$ cat config.mk
export PLATFORM = sky130hd
export DESIGN_NAME = adc_channel_packer
export DESIGN_NICKNAME = d
export VERILOG_FILES = /design/src/rtl/adc_channel_packer.sv
export SDC_FILE = /design/constraint.sdc
export NUM_CORES = 1
export LEC_CHECK = 0
export BUFFER_PORTS_ARGS = -buffer_cell sky130_fd_sc_hd__buf_2
export CAP_MARGIN = 5
export CORE_MARGIN = 2
export CORE_UTILIZATION = 40
export DETAILED_ROUTE_END_ITERATION = 10
export MAX_ROUTING_LAYER = met4
export SETUP_SLACK_MARGIN = 0.2
export SLEW_MARGIN = 20
export SYNTH_ARGS = -nofsm -noshare
export SYNTH_HDL_FRONTEND = slang
export SYNTH_SLANG_ARGS = --single-unit
$ cat constraint.sdc
create_clock -name clk_i -period 7.9 [get_ports clk_i]
set_input_delay 0 -clock clk_i [delete_from_list [all_inputs] [get_ports clk_i]]
set_output_delay 0 -clock clk_i [all_outputs]
set_load 0.02 [all_outputs]
$ cat src/rtl/adc_channel_packer.sv
// N-channel ADC sample aligner/packer: per-channel FIFOs, one packed word per pop.
// Optional macro ADC_PACKER_TIMESTAMP_EN adds ts_o, the cycle count captured on each pop.
module adc_channel_packer #(
    parameter int unsigned N_CH     = 4,
    parameter int unsigned SAMPLE_W = 12,
    parameter int unsigned DEPTH    = 8
) (
    input  logic                       clk_i,
    input  logic                       rst_n_i,
    input  logic [N_CH-1:0]            ch_en_i,
    input  logic [N_CH-1:0]            in_valid_i,
    input  logic [N_CH*SAMPLE_W-1:0]   in_data_i,
    output logic                       out_valid_o,
    input  logic                       out_ready_i,
    output logic [N_CH*SAMPLE_W-1:0]   out_data_o,
    output logic [N_CH-1:0]            ovf_o,
    input  logic                       ovf_clr_i,
    output logic [$clog2(DEPTH+1)-1:0] level_o
`ifdef ADC_PACKER_TIMESTAMP_EN
    ,
    output logic [31:0]                ts_o
`endif
);

    localparam int unsigned PTR_W = $clog2(DEPTH);
    localparam int unsigned CNT_W = $clog2(DEPTH+1);
    localparam logic [CNT_W-1:0] FULL_CNT = CNT_W'(DEPTH);

    logic [N_CH-1:0]          ch_en_q;
    logic [SAMPLE_W-1:0]      mem       [N_CH][DEPTH];
    logic [PTR_W-1:0]         wr_ptr    [N_CH];
    logic [PTR_W-1:0]         rd_ptr    [N_CH];
    logic [CNT_W-1:0]         count     [N_CH];
    logic [CNT_W-1:0]         count_nxt [N_CH];
    logic [CNT_W-1:0]         level_nxt;
    logic [N_CH-1:0]          push;
    logic [N_CH-1:0]          ovf_set;
    logic [N_CH-1:0]          has_data;
    logic                     flush;
    logic                     pop;
    logic [N_CH*SAMPLE_W-1:0] head_word;

    always_comb begin
        // Any change of the enable mask re-aligns all channels by discarding buffered data.
        flush     = (ch_en_i != ch_en_q);
        has_data  = '0;
        push      = '0;
        ovf_set   = '0;
        head_word = '0;
        level_nxt = '0;
        count_nxt = '{default: '0};
        for (int unsigned c = 0; c < N_CH; c++) begin
            has_data[c] = !ch_en_i[c] || (count[c] != '0);
        end
        pop = !flush && (|ch_en_i) && (&has_data) && (!out_valid_o || out_ready_i);
        for (int unsigned c = 0; c < N_CH; c++) begin
            if (!flush && in_valid_i[c] && ch_en_i[c]) begin
                if (count[c] != FULL_CNT || pop) begin
                    push[c] = 1'b1;
                end else begin
                    ovf_set[c] = 1'b1;
                end
            end
            if (ch_en_i[c]) begin
                head_word[(N_CH-1-c)*SAMPLE_W +: SAMPLE_W] = mem[c][rd_ptr[c]];
            end
            if (flush) begin
                count_nxt[c] = '0;
            end else begin
                count_nxt[c] = count[c] + CNT_W'(push[c]) - CNT_W'(pop && ch_en_i[c]);
            end
            if (ch_en_i[c] && (count_nxt[c] > level_nxt)) begin
                level_nxt = count_nxt[c];
            end
        end
    end

    always_ff @(posedge clk_i or negedge rst_n_i) begin
        if (!rst_n_i) begin
            ch_en_q     <= '0;
            out_valid_o <= 1'b0;
            out_data_o  <= '0;
            ovf_o       <= '0;
            level_o     <= '0;
            for (int unsigned c = 0; c < N_CH; c++) begin
                wr_ptr[c] <= '0;
                rd_ptr[c] <= '0;
                count[c]  <= '0;
            end
        end else begin
            ch_en_q <= ch_en_i;
            level_o <= level_nxt;
            ovf_o   <= ovf_clr_i ? '0 : (ovf_o | ovf_set);
            for (int unsigned c = 0; c < N_CH; c++) begin
                count[c] <= count_nxt[c];
                if (flush) begin
                    wr_ptr[c] <= '0;
                    rd_ptr[c] <= '0;
                end else begin
                    if (push[c]) begin
                        wr_ptr[c] <= wr_ptr[c] + PTR_W'(1);
                    end
                    if (pop && ch_en_i[c]) begin
                        rd_ptr[c] <= rd_ptr[c] + PTR_W'(1);
                    end
                end
            end
            if (flush) begin
                out_valid_o <= 1'b0;
            end else if (pop) begin
                out_valid_o <= 1'b1;
                out_data_o  <= head_word;
            end else if (out_ready_i) begin
                out_valid_o <= 1'b0;
            end
        end
    end

    always_ff @(posedge clk_i) begin
        for (int unsigned c = 0; c < N_CH; c++) begin
            if (push[c]) begin
                mem[c][wr_ptr[c]] <= in_data_i[c*SAMPLE_W +: SAMPLE_W];
            end
        end
    end

`ifdef ADC_PACKER_TIMESTAMP_EN
    logic [31:0] cyc_cnt;

    always_ff @(posedge clk_i or negedge rst_n_i) begin
        if (!rst_n_i) begin
            cyc_cnt <= '0;
            ts_o    <= '0;
        end else begin
            cyc_cnt <= cyc_cnt + 32'd1;
            if (pop) begin
                ts_o <= cyc_cnt;
            end
        end
    end
`endif

endmodule

# ---- Word level (Yosys, flattened, before mapping)
# Memory sizes are Yosys's and may differ from the RTL's.
# Index checks and enable logic that the tools add are counted.
dict set report totals {
  reg_bits 101
  ram_bits 384
  in_bits 60
  out_inout_bits 57
  word_cells 195
  n_memories 1
}
dict set report op_classes {
  addsub 16
  order_cmp 16
  eq_ne 5
  mux 76
  n_bitwise 10
  reduce_logical 54
}
# name words width read_ports rd_clocked_by_memory_dff wr line_no
set mem_list {}
lappend mem_list {mem 4 96 4 0 4 30} ;# logic [SAMPLE_W-1:0] mem [N_CH][DEPTH];
# cell count
set op_table {}
lappend op_table {{96-bit two-way mux} 4}
lappend op_table {{12-bit two-way mux} 16}
lappend op_table {{12-bit binary-select mux with 3-bit select} 4}
lappend op_table {{12-bit demux with 3-bit select} 4}
lappend op_table {{3-bit two-way mux} 16}
lappend op_table {{4-bit two-way mux} 9}
lappend op_table {{4-bit greater-or-equal comparator (second input constant)} 8}
lappend op_table {{3-bit inverter with 4-bit output} 8}
lappend op_table {{3-bit by 1-bit adder with 3-bit output (second input constant)} 8}
lappend op_table {{1-bit logical AND} 23}
lappend op_table {{1-bit two-way mux} 23}
lappend op_table {{4-bit by 1-bit adder with 4-bit output} 4}
lappend op_table {{4-bit by 1-bit < comparator with 1-bit output (second input constant)} 4}
lappend op_table {{4-bit inequality test (second input constant)} 4}
lappend op_table {{2-bit nonzero test} 8}
lappend op_table {{4-bit nonzero test} 4}
lappend op_table {{4-bit by 1-bit subtractor with 4-bit output} 4}
lappend op_table {{4-bit > comparator} 3}
lappend op_table {{1-bit logical OR} 9}
lappend op_table {{1-bit zero test} 6}
lappend op_table {{4-bit by 1-bit > comparator with 1-bit output (second input constant)} 1}
lappend op_table {{4-bit inequality test} 1}
lappend op_table {{4-bit OR} 1}
lappend op_table {{4-bit AND reduction} 1}
lappend op_table {{other kinds (4)} 4}

# ---- Depth between registers and ports, before layout
# Gate-level depths: netlist (run 1).
dict set report depth {
  ltp_word 23
  depth_mapped 34
  ltp_nobuf 32
}

# ---- Worst setup path after synthesis (run 1)
# OpenSTA, ideal clock, no wires.
dict set report synth_timing {
  path_kind {register to register}
  startpoint {reg count[2] (netlist bit)}
  endpoint {reg level_o[3]}
  setup_ps 124
  t_arrival_ps 6397
  required_ps 7776
  path_slack_ps 1379
  stages_incl_launch_ff 32
  path_buffers 2
  synth_period_minus_slack_ps 6521
  cell_sequence {dfrtp_1 inv_1 ha_1 and2_1 a32oi_2 buf_4 a31oi_4 or3_1 buf_6 ha_1 inv_1 ha_1 fa_1 and2_1 ha_1 nor2b_1 o31ai_1 a211o_1 mux2i_1 nand2_1 ha_1 nand4_1 nand2_1 a21oi_1 nor3_1 or3_1 ha_1 nor2b_1 o211ai_1 a21oi_1 nor3_1 a211o_1}
}
# item line_no
set synth_lines {}
lappend synth_lines {{from (decl)} 33} ;# logic [CNT_W-1:0] count [N_CH];
lappend synth_lines {{from (signal, indexed assignment)} 95} ;# count[c] <= count_nxt[c];
lappend synth_lines {{to (signal assigned)} 92} ;# level_o <= level_nxt;
lappend synth_lines {{to (decl)} 18} ;# output logic [$clog2(DEPTH+1)-1:0] level_o

==> results of run 1 <==
## cells by family (layout without fill, tap and decap cells)
family,count (synthesis),in the layout
XOR/XNOR,16,16
adder cells (fa/ha/maj),48,48
AND/OR/NAND/NOR,217,217
flip-flops,485,485
AO/OA/AOI/OAI,120,120
buffers and inverters,113,368
other,0,3
multiplexers,147,147
## worst paths after layout
kind | slack [ns] | to | depth (start not counted) | from
min reg2reg | 0.47 | out_data_o[28]$_DFFE_PN0P_ | 2 | out_data_o[28]$_DFFE_PN0P_
min in group clk_i | 0.19 | ovf_o[0]$_DFF_PN0_ | 3 | ovf_clr_i
min | 0.03 | out_data_o[30]$_DFFE_PN0P_ | 3 | rst_n_i
max | 0.66 | level_o[1]$_DFF_PN0_ | 29 | count[2]$_DFF_PN0_
max in group asynchronous | 7.00 | level_o[3]$_DFF_PN0_ | 3 | rst_n_i
max reg2reg | 0.66 | level_o[1]$_DFF_PN0_ | 29 | count[2]$_DFF_PN0_
## tightest hold or removal path, cell delays in order
cell           delay [ns]
dlygate4sd3_1        0.53
buf_4                0.19
buf_16               0.25
## sequential cells by signal (all words and copies together), names as in the netlist
register	count
ch_en_q	4
count	16
level_o	4
mem	384
out_data_o	48
out_valid_o	1
ovf_o	4
rd_ptr	12
wr_ptr	12
## layout make-up
class | instances | area (um2) | area share [%]
Clock inverter | 15 | 165 | 0.690
Sequential cell | 485 | 14100 | 58.7
Timing Repair Buffer | 230 | 1620 | 6.75
Clock buffer | 80 | 1510 | 6.30
Multi-Input combinational cell | 548 | 5600 | 23.4
Antenna cell | 3 | 7.51 | 0.0314
Inverter | 43 | 161 | 0.674
Tap cell | 664 | 831 | 3.47
## through the flow
stage / std cells / util (%)
2_1_floorplan: 1146 / -
5_1_grt: 2068 / 48.7
3_3_place_gp: 1906 / 43.9
4_1_cts: 2065 / 48.7
3_5_place_dp: 1906 / 43.9
6_report: 2068 / 48.7
## cell usage in the layout, fill, tap and decap left out, types with 19 or more instances in the layout
cell type	n
edfxtp_1	384
buf_2	115
dfrtp_1	101
mux4_2	96
dlygate4sd3_1	63
nand2_1	62
nor2_1	60
clkbuf_16	53
buf_4	51
mux2i_1	49
ha_1	44
inv_1	42
o31ai_1	26
a22o_1	24
clkbuf_1	19
## per-layer routing
layer / GRT usage [%] / wire length, um / up-vias
met5: - / 0 / -
met3: 2.93 / 1590 / 59
met1: 23.5 / 19400 / 5533
met2: 27.8 / 20600 / 198
met4: 4.26 / 745 / 0
li1: - / - / 4934
## timing repair
action | CTS | global route
hold buffers | 64 | 0
endpoints found under the hold margin | 449 | 0
endpoints found under the setup margin | 0 | 4
gates resized for setup | 0 | 3
## report_power, final
group          internal (uW)  switching, uW
clock                   1410            962
combinational           70.4            117
sequential              2780           12.9
==> impl_metrics.sql, run 1 <==
INSERT INTO impl_metrics (metric_group, metric, value, unit) VALUES
('status', 'outcome', 'completed', ''),
('placed_design', 'placed_area', '0.0216', 'mm2'),
('yosys', 'mapped_cells', '1146', ''),
('setup_path', 'cp_slowest_stage_delay', '0.58', 'ns'),
('timing', 'post-route-min-period', '7.24', 'ns'),
('route', 'drt-wirelength-per-cell', '20.5', 'um'),
('placed_design', 'dp_worst_setup_slack', '0.468', 'ns'),
('floorplanning', 'ios', '117', ''),
('setup_path', 'criticalPathCategory', 'flop to flop', ''),
('grt', 'first_global_vias', '11000', ''),
('yosys', 'synth-simple-area-share', '5.47', '%'),
('yosys', 'post_synth_mux_area_share', '13.4', '%'),
('timing', 'final_max_slew_viol_count', '0', ''),
('timing', 'timing.final.ws_setup', '0.659', 'ns'),
('pwr', 'worst_ir_drop_vdd', '0.153', 'mV'),
('setup_path', 'required', '8.36', 'ns'),
('timing', 'setup_total_negative_slack', '0', 'ns'),
('yosys', 'post_synth_xor_area_fraction', '0.701', '%'),
('setup_path', 'critPathMostFrequentCell', 'ha_1', ''),
('yosys', 'synth-edff-count', '384', ''),
('clocking', 'worstSkewPairLatency', '0.58', 'ns'),
('setup_path', 'type_of_origin_of_the_critical_path', 'flop', ''),
('yosys', 'fraction_of_the_yosys_area_taken_by_sequential_cells', '70.4', '%'),
('clocking', 'clock_tree_from_tritoncts', 'built', ''),
('min_path', 'min_path_type', 'input pin to asynchronous set/reset pin', ''),
('yosys', 'post_synth_fa_ha_maj_area_fraction', '3.16', '%'),
('clocking', 'clk_pin_slew', '0.06', 'ns'),
('yosys', 'synth_cell_types', '55', ''),
('route', 'detail_route.first_pass.iterations', '5', ''),
('floorplanning', 'die_height', '227', 'um'),
('grt', 'grt_usage', '17.4', '%'),
('placed_design', 'hpwlAfterDp', '25600', 'um'),
('setup_path', 'timing.critical_path.arrival', '7.70', 'ns'),
('route', 'vias_per_cell', '5.19', ''),
('pwr', 'p_per_area', '224', 'mW/mm2'),
('setup_path', 'cpLargestDelayFamily', 'adder cells', ''),
('yosys', 'synth_commonest_cells', '384 x edfxtp_1, 101 x dfrtp_1, 96 x mux4_2', ''),
('route', 'drt_drc_violations_left', '0', ''),
('yosys', 'yosysWarnings', '0', ''),
('route', 'total_via_count_after_detailed_routing', '10700', ''),
('setup_path', 'cp_num_buf_inv', '2', ''),
('timing', 'final_min_period_over_clock_period', '91.7', '%'),
('timing', 'hold_viol', '0', ''),
('yosys', 'synth_async_sr_flop_share', '20.8', '%'),
('timing', 'worst-slew-pin-transition', '0.972', 'ns'),
('finish', 'final_net_count', '1467', ''),
('finish', 'stdcell_area', '0.0239', 'mm2'),
('yosys', 'synth_top_cell_area_share', '57.7', '%'),
('timing', 'finClkSkew', '0.0187', 'ns'),
('clocking', 'post-cts-setup-buffer-count', '0', ''),
('pwr', 'p_leak', '0.00836', 'uW'),
('floorplanning', 'die-area', '0.0518', 'mm2'),
('clocking', 'cts_num_sinks', '485', ''),
('floorplanning', 'core-area', '0.0492', 'mm2'),
('finish', 'area_growth', '19.9', '%'),
('yosys', 'netlist_area', '0.0200', 'mm2'),
('yosys', 'yosys.area.top_type', 'edfxtp_1', ''),
('timing', 'timing.final.setup_violations', '0', ''),
('yosys', 'synth_flop_cell', 'edfxtp_1', ''),
('flow_run', 'max_cap_viol_count', '0', ''),
('setup_path', 'cp-end-kind', 'flop', ''),
('timing', 'fmax', '138', 'MHz'),
('route', 'antenna_violating_nets_post_route', '0', ''),
('grt', 'pin_count_of_the_biggest_net_entering_global_routing', '65', ''),
('grt', 'grt_antenna_before_repair', '3', ''),
('finish', 'final.fill_count', '4131', ''),
('finish', 'final_layout_size_suffix_gt1_share', '27.3', '%'),
('route', 'final_wirelength', '42400', 'um'),
('timing', 'slew_headroom', '35.2', '%'),
('clocking', 'buffer_type_at_the_clock_tree_root', 'clkbuf_16', ''),
('yosys', 'yosys.cell_count.top_type', 'edfxtp_1', '');
No activity file was read; power rests on OpenSTA's default activity.
==> run 2, diff against run 1 <==
--- a/config.mk
+++ b/config.mk
@@ -11,6 +11,7 @@
 export CORE_UTILIZATION = 40
 export DETAILED_ROUTE_END_ITERATION = 10
 export MAX_ROUTING_LAYER = met4
+export RECOVER_POWER = 100
 export SETUP_SLACK_MARGIN = 0.2
 export SLEW_MARGIN = 20
 export SYNTH_ARGS = -nofsm -noshare
==> run 2 against run 1 <==
  * The run now ends with max-capacitance violations, max-slew violations left
  * Global-route usage stayed put
  * Wire length grew 0.40%
  * Power shrank 0.18%
  * Via count about the same
  * Die area is the same
  * Sequential power about the same
  * Highest routed layer unchanged
  * Cell count is the same
  * Critical endpoint unchanged
  * Combinational power fell by 6%
  * Utilization decreased by 0.86 points
  * First-iteration DRC count increased by 14%
  * Flip-flop and latch count is the same
==> impl_metrics.sql, run 2 (synthesized netlist as in run 1, its figures left out) <==
INSERT INTO impl_metrics (metric_group, metric, value, unit) VALUES
('status', 'outcome', 'finished, violations left', ''),
('status', 'violated_checks', 'max-capacitance violations, max-slew violations', ''),
('pwr', 'p_leak', '0.00781', 'uW'),
('clocking', 'tritoncts.num_buffers', '51', ''),
('min_path', 'min_path_type', 'input pin to flop', ''),
('setup_path', 'type_of_origin_of_the_critical_path', 'input pin', ''),
('floorplanning', 'std_cell_rows', '81', ''),
('timing', 'fmax', '137', 'MHz'),
('timing', 'final_max_slew_viol_count', '203', ''),
('flow_run', 'max_cap_viol_count', '4', ''),
('clocking', 'buffer_type_at_the_clock_tree_root', 'clkbuf_16', ''),
('route', 'detail_route.first_pass.iterations', '5', ''),
('setup_path', 'worst_r2r_endpoint', 'level_o[1]$_DFF_PN0_', ''),
('min_path', 'timing.hold.worst_path_depth', '3', ''),
('clocking', 'clk_pin_slew', '0.06', 'ns'),
('setup_path', 'critPathMostFrequentCell', 'ha_1', ''),
('min_path', 'worstHoldEndpoint', 'ovf_o[0]$_DFF_PN0_', ''),
('finish', 'layout.cells.most_common', 'edfxtp_1', ''),
('timing', 'post-route-min-period', '7.28', 'ns'),
('grt', 'total_grt_overflow', '0', ''),
('floorplanning', 'die-area', '0.0518', 'mm2'),
('pwr', 'worst_ir_drop_vdd', '0.153', 'mV'),
('timing', 'worst-slew-pin-transition', '3.74', 'ns'),
('floorplanning', 'core-area', '0.0492', 'mm2'),
('setup_path', 'r2r-start', 'count[2]$_DFF_PN0_', ''),
('floorplanning', 'ios', '117', ''),
('placed_design', 'place.gp.congestion', '0.771', ''),
('clocking', 'post-cts-setup-buffer-count', '0', ''),
('grt', 'grt_antenna_before_repair', '3', ''),
('route', 'drt-wirelength-per-cell', '20.6', 'um'),
('setup_path', 'timing.critical_path.slowest_stage_cell', 'clkbuf_1', ''),
('grt', 'grt_pass1_wl', '65500', 'um'),
('grt', 'first_global_vias', '11000', ''),
('clocking', 'cts-root-to-sink-buffers', '3', ''),
('finish', 'mostFrequentLayoutCells', '384 x edfxtp_1, 163 x clkbuf_1, 101 x dfrtp_1', ''),
('setup_path', 'worst_path_maximum_fanout', '17', ''),
('timing', 'unrepaired_setup_endpoints_after_global_routing', 'false', ''),
('route', 'final_wirelength', '42600', 'um'),
('clocking', 'clock_tree_from_tritoncts', 'built', ''),
('placed_design', 'hpwlAfterDp', '25600', 'um'),
('route', 'drt_drc_violations_left', '0', ''),
('clocking', 'worstSkewPairLatency', '0.58', 'ns'),
('setup_path', 'cp-end-kind', 'flop', ''),
('setup_path', 'cp_slowest_stage_delay', '0.60', 'ns'),
('timing', 'hold_viol', '0', ''),
('clocking', 'cts-htree-levels', '2', ''),
('timing', 'finClkSkew', '0.0157', 'ns'),
('route', 'antenna_violating_nets_post_route', '0', ''),
('route', 'total_via_count_after_detailed_routing', '10700', ''),
('timing', 'final_min_period_over_clock_period', '92.2', '%'),
('setup_path', 'timing.critical_path.arrival', '7.74', 'ns'),
('finish', 'post-route-util', '47.9', '%'),
('timing', 'timing.final.setup_violations', '0', ''),
('floorplanning', 'die_w', '227', 'um'),
('finish', 'final_net_count', '1467', ''),
('finish', 'area_growth', '17.7', '%'),
('placed_design', 'place_inst', '1906', ''),
('setup_path', 'reg2reg_depth', '29', ''),
('setup_path', 'criticalPathCategory', 'input pin to flop', ''),
('finish', 'finish.cell_count_without_fillers', '2068', ''),
('route', 'initialDrtViolationCount', '829', ''),
('setup_path', 'timing.reg2reg.setup_slack', '0.67', 'ns'),
('finish', 'largest_reg_flops', '384', ''),
('setup_path', 'required', '8.36', 'ns'),
('placed_design', 'placement.io_buffers', '116', ''),
('clocking', 'cts_num_sinks', '485', ''),
('floorplanning', 'die_height', '227', 'um'),
('floorplanning', 'initial_utilization', '40.6', '%'),
('grt', 'grt_usage', '17.4', '%'),
('finish', 'final_layout_size_suffix_gt1_share', '15.3', '%'),
('grt', 'pin_count_of_the_biggest_net_entering_global_routing', '65', ''),
('timing', 'setup_total_negative_slack', '0', 'ns'),
('pwr', 'p_per_area', '227', 'mW/mm2'),
('route', 'vias_per_cell', '5.19', ''),
('min_path', 'worstHoldStart', 'ovf_clr_i', ''),
('timing', 'slew_headroom', '-149', '%');
run 2: changes by cell type in the layout (fill, tap and decap cells not counted), moves of 6 or more:
cell      previous run  this run
nor3_2              10         4
clkbuf_1            19       163
and2_1               8         2
nor4_1               2        12
and2_0               0         6
buf_2              115         7
nor4_2              13         3
buf_4               51        16
nor3_1               4        10
run 2: routing by layer:
metal,global-route usage (%),wire [um],part of all wire (%)
met5,-,0,0
met4,4.26,711,1.7
met3,2.93,1530,3.6
met2,27.8,20700,49
met1,23.5,19600,46
run 2: layout make-up:
type | count | area [um2]
clock inverter | 15 | 165
sequential | 485 | 14100
fill | 4237 | 25600
tap | 664 | 831
inverter | 43 | 161
timing repair buffer | 230 | 1330
clock buffer | 80 | 1510
multi-input combinational | 548 | 5460
antenna | 3 | 7.51
run 2: worst max-delay path: cells and delay by family:
| family | cells | cell delay, ns |
|---|---|---|
| buffers and inverters | 4 | 1.41 |
| multiplexers | 1 | 0.36 |
| AND/OR/NAND/NOR | 11 | 2.07 |
| AO/OA/AOI/OAI | 8 | 1.91 |
| adder cells (fa/ha/maj) | 6 | 1.94 |
run 2: worst max path at each step:
stage | from | to | slack, ns | depth (start not counted)
2_1_floorplan | count[2]$_DFF_PN0_ | level_o[3]$_DFF_PN0_ | 1.38 | 31
3_3_place_gp | count[2]$_DFF_PN0_ | level_o[0]$_DFF_PN0_ | 0.76 | 29
3_5_place_dp | count[2]$_DFF_PN0_ | level_o[1]$_DFF_PN0_ | 0.47 | 29
4_1_cts | count[2]$_DFF_PN0_ | level_o[1]$_DFF_PN0_ | 0.44 | 29
5_1_grt | ch_en_i[0] | level_o[1]$_DFF_PN0_ | 0.21 | 32
6_report | ch_en_i[0] | level_o[1]$_DFF_PN0_ | 0.62 | 30
run 2: repair_timing:
item,CTS,global route
resized for setup,0,3
endpoints found under the setup margin,0,4
hold buffers,64,0
hold endpoints to repair,449,0
run 2: through the flow:
stage	area [um2]	hold slack, ns	setup slack [ns]	power, uW
after global placement	21600	0.0518	0.764	3000
after CTS	23900	0.0252	0.442	5420
final	23500	0.193	0.620	5340
after detailed placement	21600	0.0600	0.468	3010
after global routing	23500	0.215	0.211	5530
after floorplan	20000	-0.296	1.38	2920
run 2: where the power goes:
part / switching [uW] / total [uW] / internal, uW
logic: 117 / 176 / 58.8
registers: 13.5 / 2800 / 2780
clock network: 963 / 2370 / 1410
==> run 3, diff against run 2 <==
--- a/config.mk
+++ b/config.mk
@@ -5,8 +5,10 @@
 export SDC_FILE = /design/constraint.sdc
 export NUM_CORES = 1
 export LEC_CHECK = 0
+export ABC_AREA = 1
 export BUFFER_PORTS_ARGS = -buffer_cell sky130_fd_sc_hd__buf_2
 export CAP_MARGIN = 5
+export CORE_ASPECT_RATIO = 0.9
 export CORE_MARGIN = 2
 export CORE_UTILIZATION = 40
 export DETAILED_ROUTE_END_ITERATION = 10
==> run 3 against run 2 <==
  * The flow still finishes with violations (max-capacitance violations, max-slew violations)
  * Non-clock buffer count fell by 8
  * Cell area barely moved
  * Clock skew shrank 0.0034 ns
  * Count of clock-buffer cells in the layout fell by 6
  * Critical endpoint is now level_o[2]$_DFF_PN0_
==> impl_metrics.sql, run 3 <==
INSERT INTO impl_metrics (metric_group, metric, value, unit) VALUES
('status', 'outcome', 'finished, violations left', ''),
('status', 'violated_checks', 'max-capacitance violations, max-slew violations', ''),
('yosys', 'synth_top_cell_area_share', '57.1', '%'),
('grt', 'grtUsageMet2', '28.1', '%'),
('route', 'antenna_violating_nets_post_route', '0', ''),
('setup_path', 'criticalPathCategory', 'input pin to flop', ''),
('timing', 'setup_total_negative_slack', '0', 'ns'),
('finish', 'post-route-util', '46.9', '%'),
('finish', 'layout.cells.most_common', 'edfxtp_1', ''),
('yosys', 'yosysWarnings', '0', ''),
('finish', 'final.fill_count', '4642', ''),
('route', 'vias_per_cell', '5.06', ''),
('min_path', 'min_path_type', 'input pin to flop', ''),
('clocking', 'buffer_type_at_the_clock_tree_root', 'clkbuf_16', ''),
('yosys', 'post_synth_main_area_contributors', 'edfxtp_1 57%, dfrtp_1 13%, nand2_1 7.0%', ''),
('clocking', 'cts-root-to-sink-buffers', '3', ''),
('route', 'drt-wirelength-per-cell', '18.0', 'um'),
('finish', 'largest_reg_flops', '384', ''),
('finish', 'final_net_count', '2044', ''),
('clocking', 'tritoncts.num_buffers', '50', ''),
('floorplanning', 'core-area', '0.0502', 'mm2'),
('setup_path', 'worst_r2r_endpoint', 'level_o[2]$_DFF_PN0_', ''),
('grt', 'use_met1', '26.1', '%'),
('timing', 'timing.final.ws_setup', '1.14', 'ns'),
('placed_design', 'dp_worst_setup_slack', '1.47', 'ns'),
('min_path', 'timing.hold.worst_path_depth', '3', ''),
('route', 'drt_drc_violations_left', '0', ''),
('yosys', 'netlist_area', '0.0202', 'mm2'),
('placed_design', 'placement.io_buffers', '116', ''),
('setup_path', 'timing.critical_path.arrival', '7.28', 'ns'),
('grt', 'grt_antenna_before_repair', '2', ''),
('grt', 'grt_usage', '18.8', '%'),
('setup_path', 'reg2reg_depth', '42', ''),
('pwr', 'p_per_area', '225', 'mW/mm2'),
('timing', 'fmax', '148', 'MHz'),
('yosys', 'synth_seq_cells', '485', ''),
('placed_design', 'place_inst', '2503', ''),
('finish', 'seq_area', '0.0141', 'mm2'),
('min_path', 'worstHoldStart', 'ovf_clr_i', ''),
('route', 'total_via_count_after_detailed_routing', '13500', ''),
('floorplanning', 'ios', '117', ''),
('setup_path', 'cp_slowest_stage_delay', '0.56', 'ns'),
('clocking', 'clock_tree_from_tritoncts', 'built', ''),
('finish', 'mostFrequentLayoutCells', '384 x edfxtp_1, 379 x nand2_1, 228 x nor2_1', ''),
('setup_path', 'timing.critical_path.slowest_stage_cell', 'dlygate4sd3_1', ''),
('yosys', 'mapped_cells', '1745', ''),
('timing', 'hold_viol', '0', ''),
('timing', 'worst-slew-pin-transition', '3.73', 'ns'),
('finish', 'finish.cell_count_without_fillers', '2659', ''),
('timing', 'timing.final.setup_violations', '0', ''),
('yosys', 'synth_fp_nets', '1853', ''),
('placed_design', 'place.gp.congestion', '0.790', ''),
('route', 'final_wirelength', '47700', 'um'),
('setup_path', 'worst_setup_sp', 'ch_en_i[0]', ''),
('floorplanning', 'die_w', '241', 'um'),
('yosys', 'yosys.cell_count.top_type', 'edfxtp_1', ''),
('grt', 'grt_pass1_wl', '73800', 'um'),
('pwr', 'worst_ir_drop_vdd', '0.180', 'mV'),
('clocking', 'worstSkewPairLatency', '0.59', 'ns'),
('timing', 'finClkSkew', '0.0123', 'ns'),
('setup_path', 'required', '8.42', 'ns'),
('finish', 'multi_input_comb_area', '0.00540', 'mm2'),
('floorplanning', 'initial_utilization', '40.3', '%'),
('floorplanning', 'die_height', '217', 'um'),
('yosys', 'synth-edff-count', '384', ''),
('timing', 'slew_headroom', '-148', '%'),
('floorplanning', 'die-area', '0.0523', 'mm2'),
('yosys', 'synth_async_sr_flop_share', '20.8', '%'),
('setup_path', 'critPathMostFrequentCell', 'nand2_1', ''),
('placed_design', 'hpwlAfterDp', '28300', 'um'),
('flow_run', 'max_cap_viol_count', '2', ''),
('yosys', 'synth_cell_types', '35', ''),
('floorplanning', 'std_cell_rows', '78', ''),
('pwr', 'p_leak', '0.00897', 'uW'),
('timing', 'post-route-min-period', '6.76', 'ns'),
('timing', 'unrepaired_setup_endpoints_after_global_routing', 'false', ''),
('min_path', 'worstHoldEndpoint', 'ovf_o[2]$_DFF_PN0_', ''),
('finish', 'stdcell_area', '0.0235', 'mm2'),
('clocking', 'cts-htree-levels', '2', ''),
('finish', 'area_growth', '16.4', '%'),
('setup_path', 'timing.reg2reg.setup_slack', '1.33', 'ns'),
('setup_path', 'type_of_origin_of_the_critical_path', 'input pin', ''),
('setup_path', 'cp-end-kind', 'flop', ''),
('grt', 'total_grt_overflow', '0', ''),
('yosys', 'syn-mean-instance-area', '11.6', 'um2'),
('yosys', 'yosys.area.top_type', 'edfxtp_1', ''),
('route', 'initialDrtViolationCount', '902', ''),
('grt', 'gr-max-usage-layer', 'met2', ''),
('timing', 'final_max_slew_viol_count', '103', ''),
('yosys', 'synth_flop_cell', 'edfxtp_1', ''),
('setup_path', 'worst_path_maximum_fanout', '47', ''),
('timing', 'final_min_period_over_clock_period', '85.6', '%'),
('setup_path', 'r2r-start', 'ch_en_q[2]$_DFF_PN0_', ''),
('finish', 'final_layout_size_suffix_gt1_share', '5.77', '%'),
('clocking', 'clk_pin_slew', '0.06', 'ns'),
('yosys', 'synth_commonest_cells', '384 x edfxtp_1, 374 x nand2_1, 227 x nor2_1', ''),
('grt', 'met3_track_usage_gr', '3.83', '%'),
('grt', 'first_global_vias', '13200', ''),
('clocking', 'cts_num_sinks', '485', ''),
('grt', 'pin_count_of_the_biggest_net_entering_global_routing', '66', ''),
('route', 'detail_route.first_pass.iterations', '5', ''),
('yosys', 'fraction_of_the_yosys_area_taken_by_sequential_cells', '69.6', '%'),
('placed_design', 'placed_area', '0.0217', 'mm2');
-- run 3: changes by cell type after synthesis, moves of 35 or more --
cell,change
mux4_2,-96
clkbuf_1,+40
o22ai_1,+96
nor2_1,+167
inv_1,+35
mux2i_1,-49
o21ai_0,+187
nand2_1,+312
nand3_1,+35
-- run 3: routing by layer --
metal	share of wire (%)	vias to the layer above
li1	-	6483
met1	46	6602
met2	45	309
met3	6.7	69
met4	1.9	0
met5	0	-
-- run 3: stage by stage --
step / power, uW / hold slack [ns]
after floorplan: 2920 / -0.296
after global placement: 3010 / -0.0103
after detailed placement: 3020 / -0.000642
after CTS: 5350 / 0.166
after global routing: 5450 / 0.229
final: 5280 / 0.224
-- run 3: area by class of cell --
class | count | share of cell area (%)
Multi-Input combinational cell | 1095 | 23.0
Clock buffer | 74 | 6.36
Antenna cell | 3 | 0.0319
Clock inverter | 18 | 0.527
Sequential cell | 485 | 59.8
Timing Repair Buffer | 222 | 5.35
Inverter | 82 | 1.32
Tap cell | 680 | 3.62
-- run 3: cells by family (layout without fill, tap and decap cells) --
group           count (synthesis)  count (layout)  share of synthesized area [%]
xor+xnor                       13              13                          0.564
compound gates                321             321                           8.64
flops                         485             485                           69.6
simple gates                  713             713                           14.6
fa+ha+maj                      48              48                           3.12
other cells                     0               3                              0
buf+inv                       165             396                           3.41
-- run 3: worst max-delay path by stage --
stage	slack, ns	end	cells after the start
finish	1.14	level_o[2]$_DFF_PN0_	44
detailed placement	1.47	level_o[3]$_DFF_PN0_	43
global placement	1.73	level_o[3]$_DFF_PN0_	42
floorplan	2.59	level_o[1]$_DFF_PN0_	40
CTS	1.44	level_o[3]$_DFF_PN0_	42
global route	0.41	level_o[1]$_DFF_PN0_	44
-- run 3: critical path, delay by kind of cell --
family	cells	cell delay [ns]
AOI/OAI and AO/OA	3	0.44
adders and majority gates	6	1.90
buffers and inverters	10	1.82
and+or+nand+nor	25	3.08
-- run 3: repair_timing --
| item | CTS | global route |
|---|---|---|
| gates resized for setup | 0 | 0 |
| buffers inserted | 0 | 0 |
| hold endpoints to repair | 484 | 0 |
| hold buffers | 61 | 0 |
-- run 3: report_power, final --
part | internal [uW] | leakage, uW | switching, uW
sequential | 2790 | 0.00484 | 16.8
clock | 1340 | 0.000790 | 964
combinational | 53.4 | 0.00334 | 121
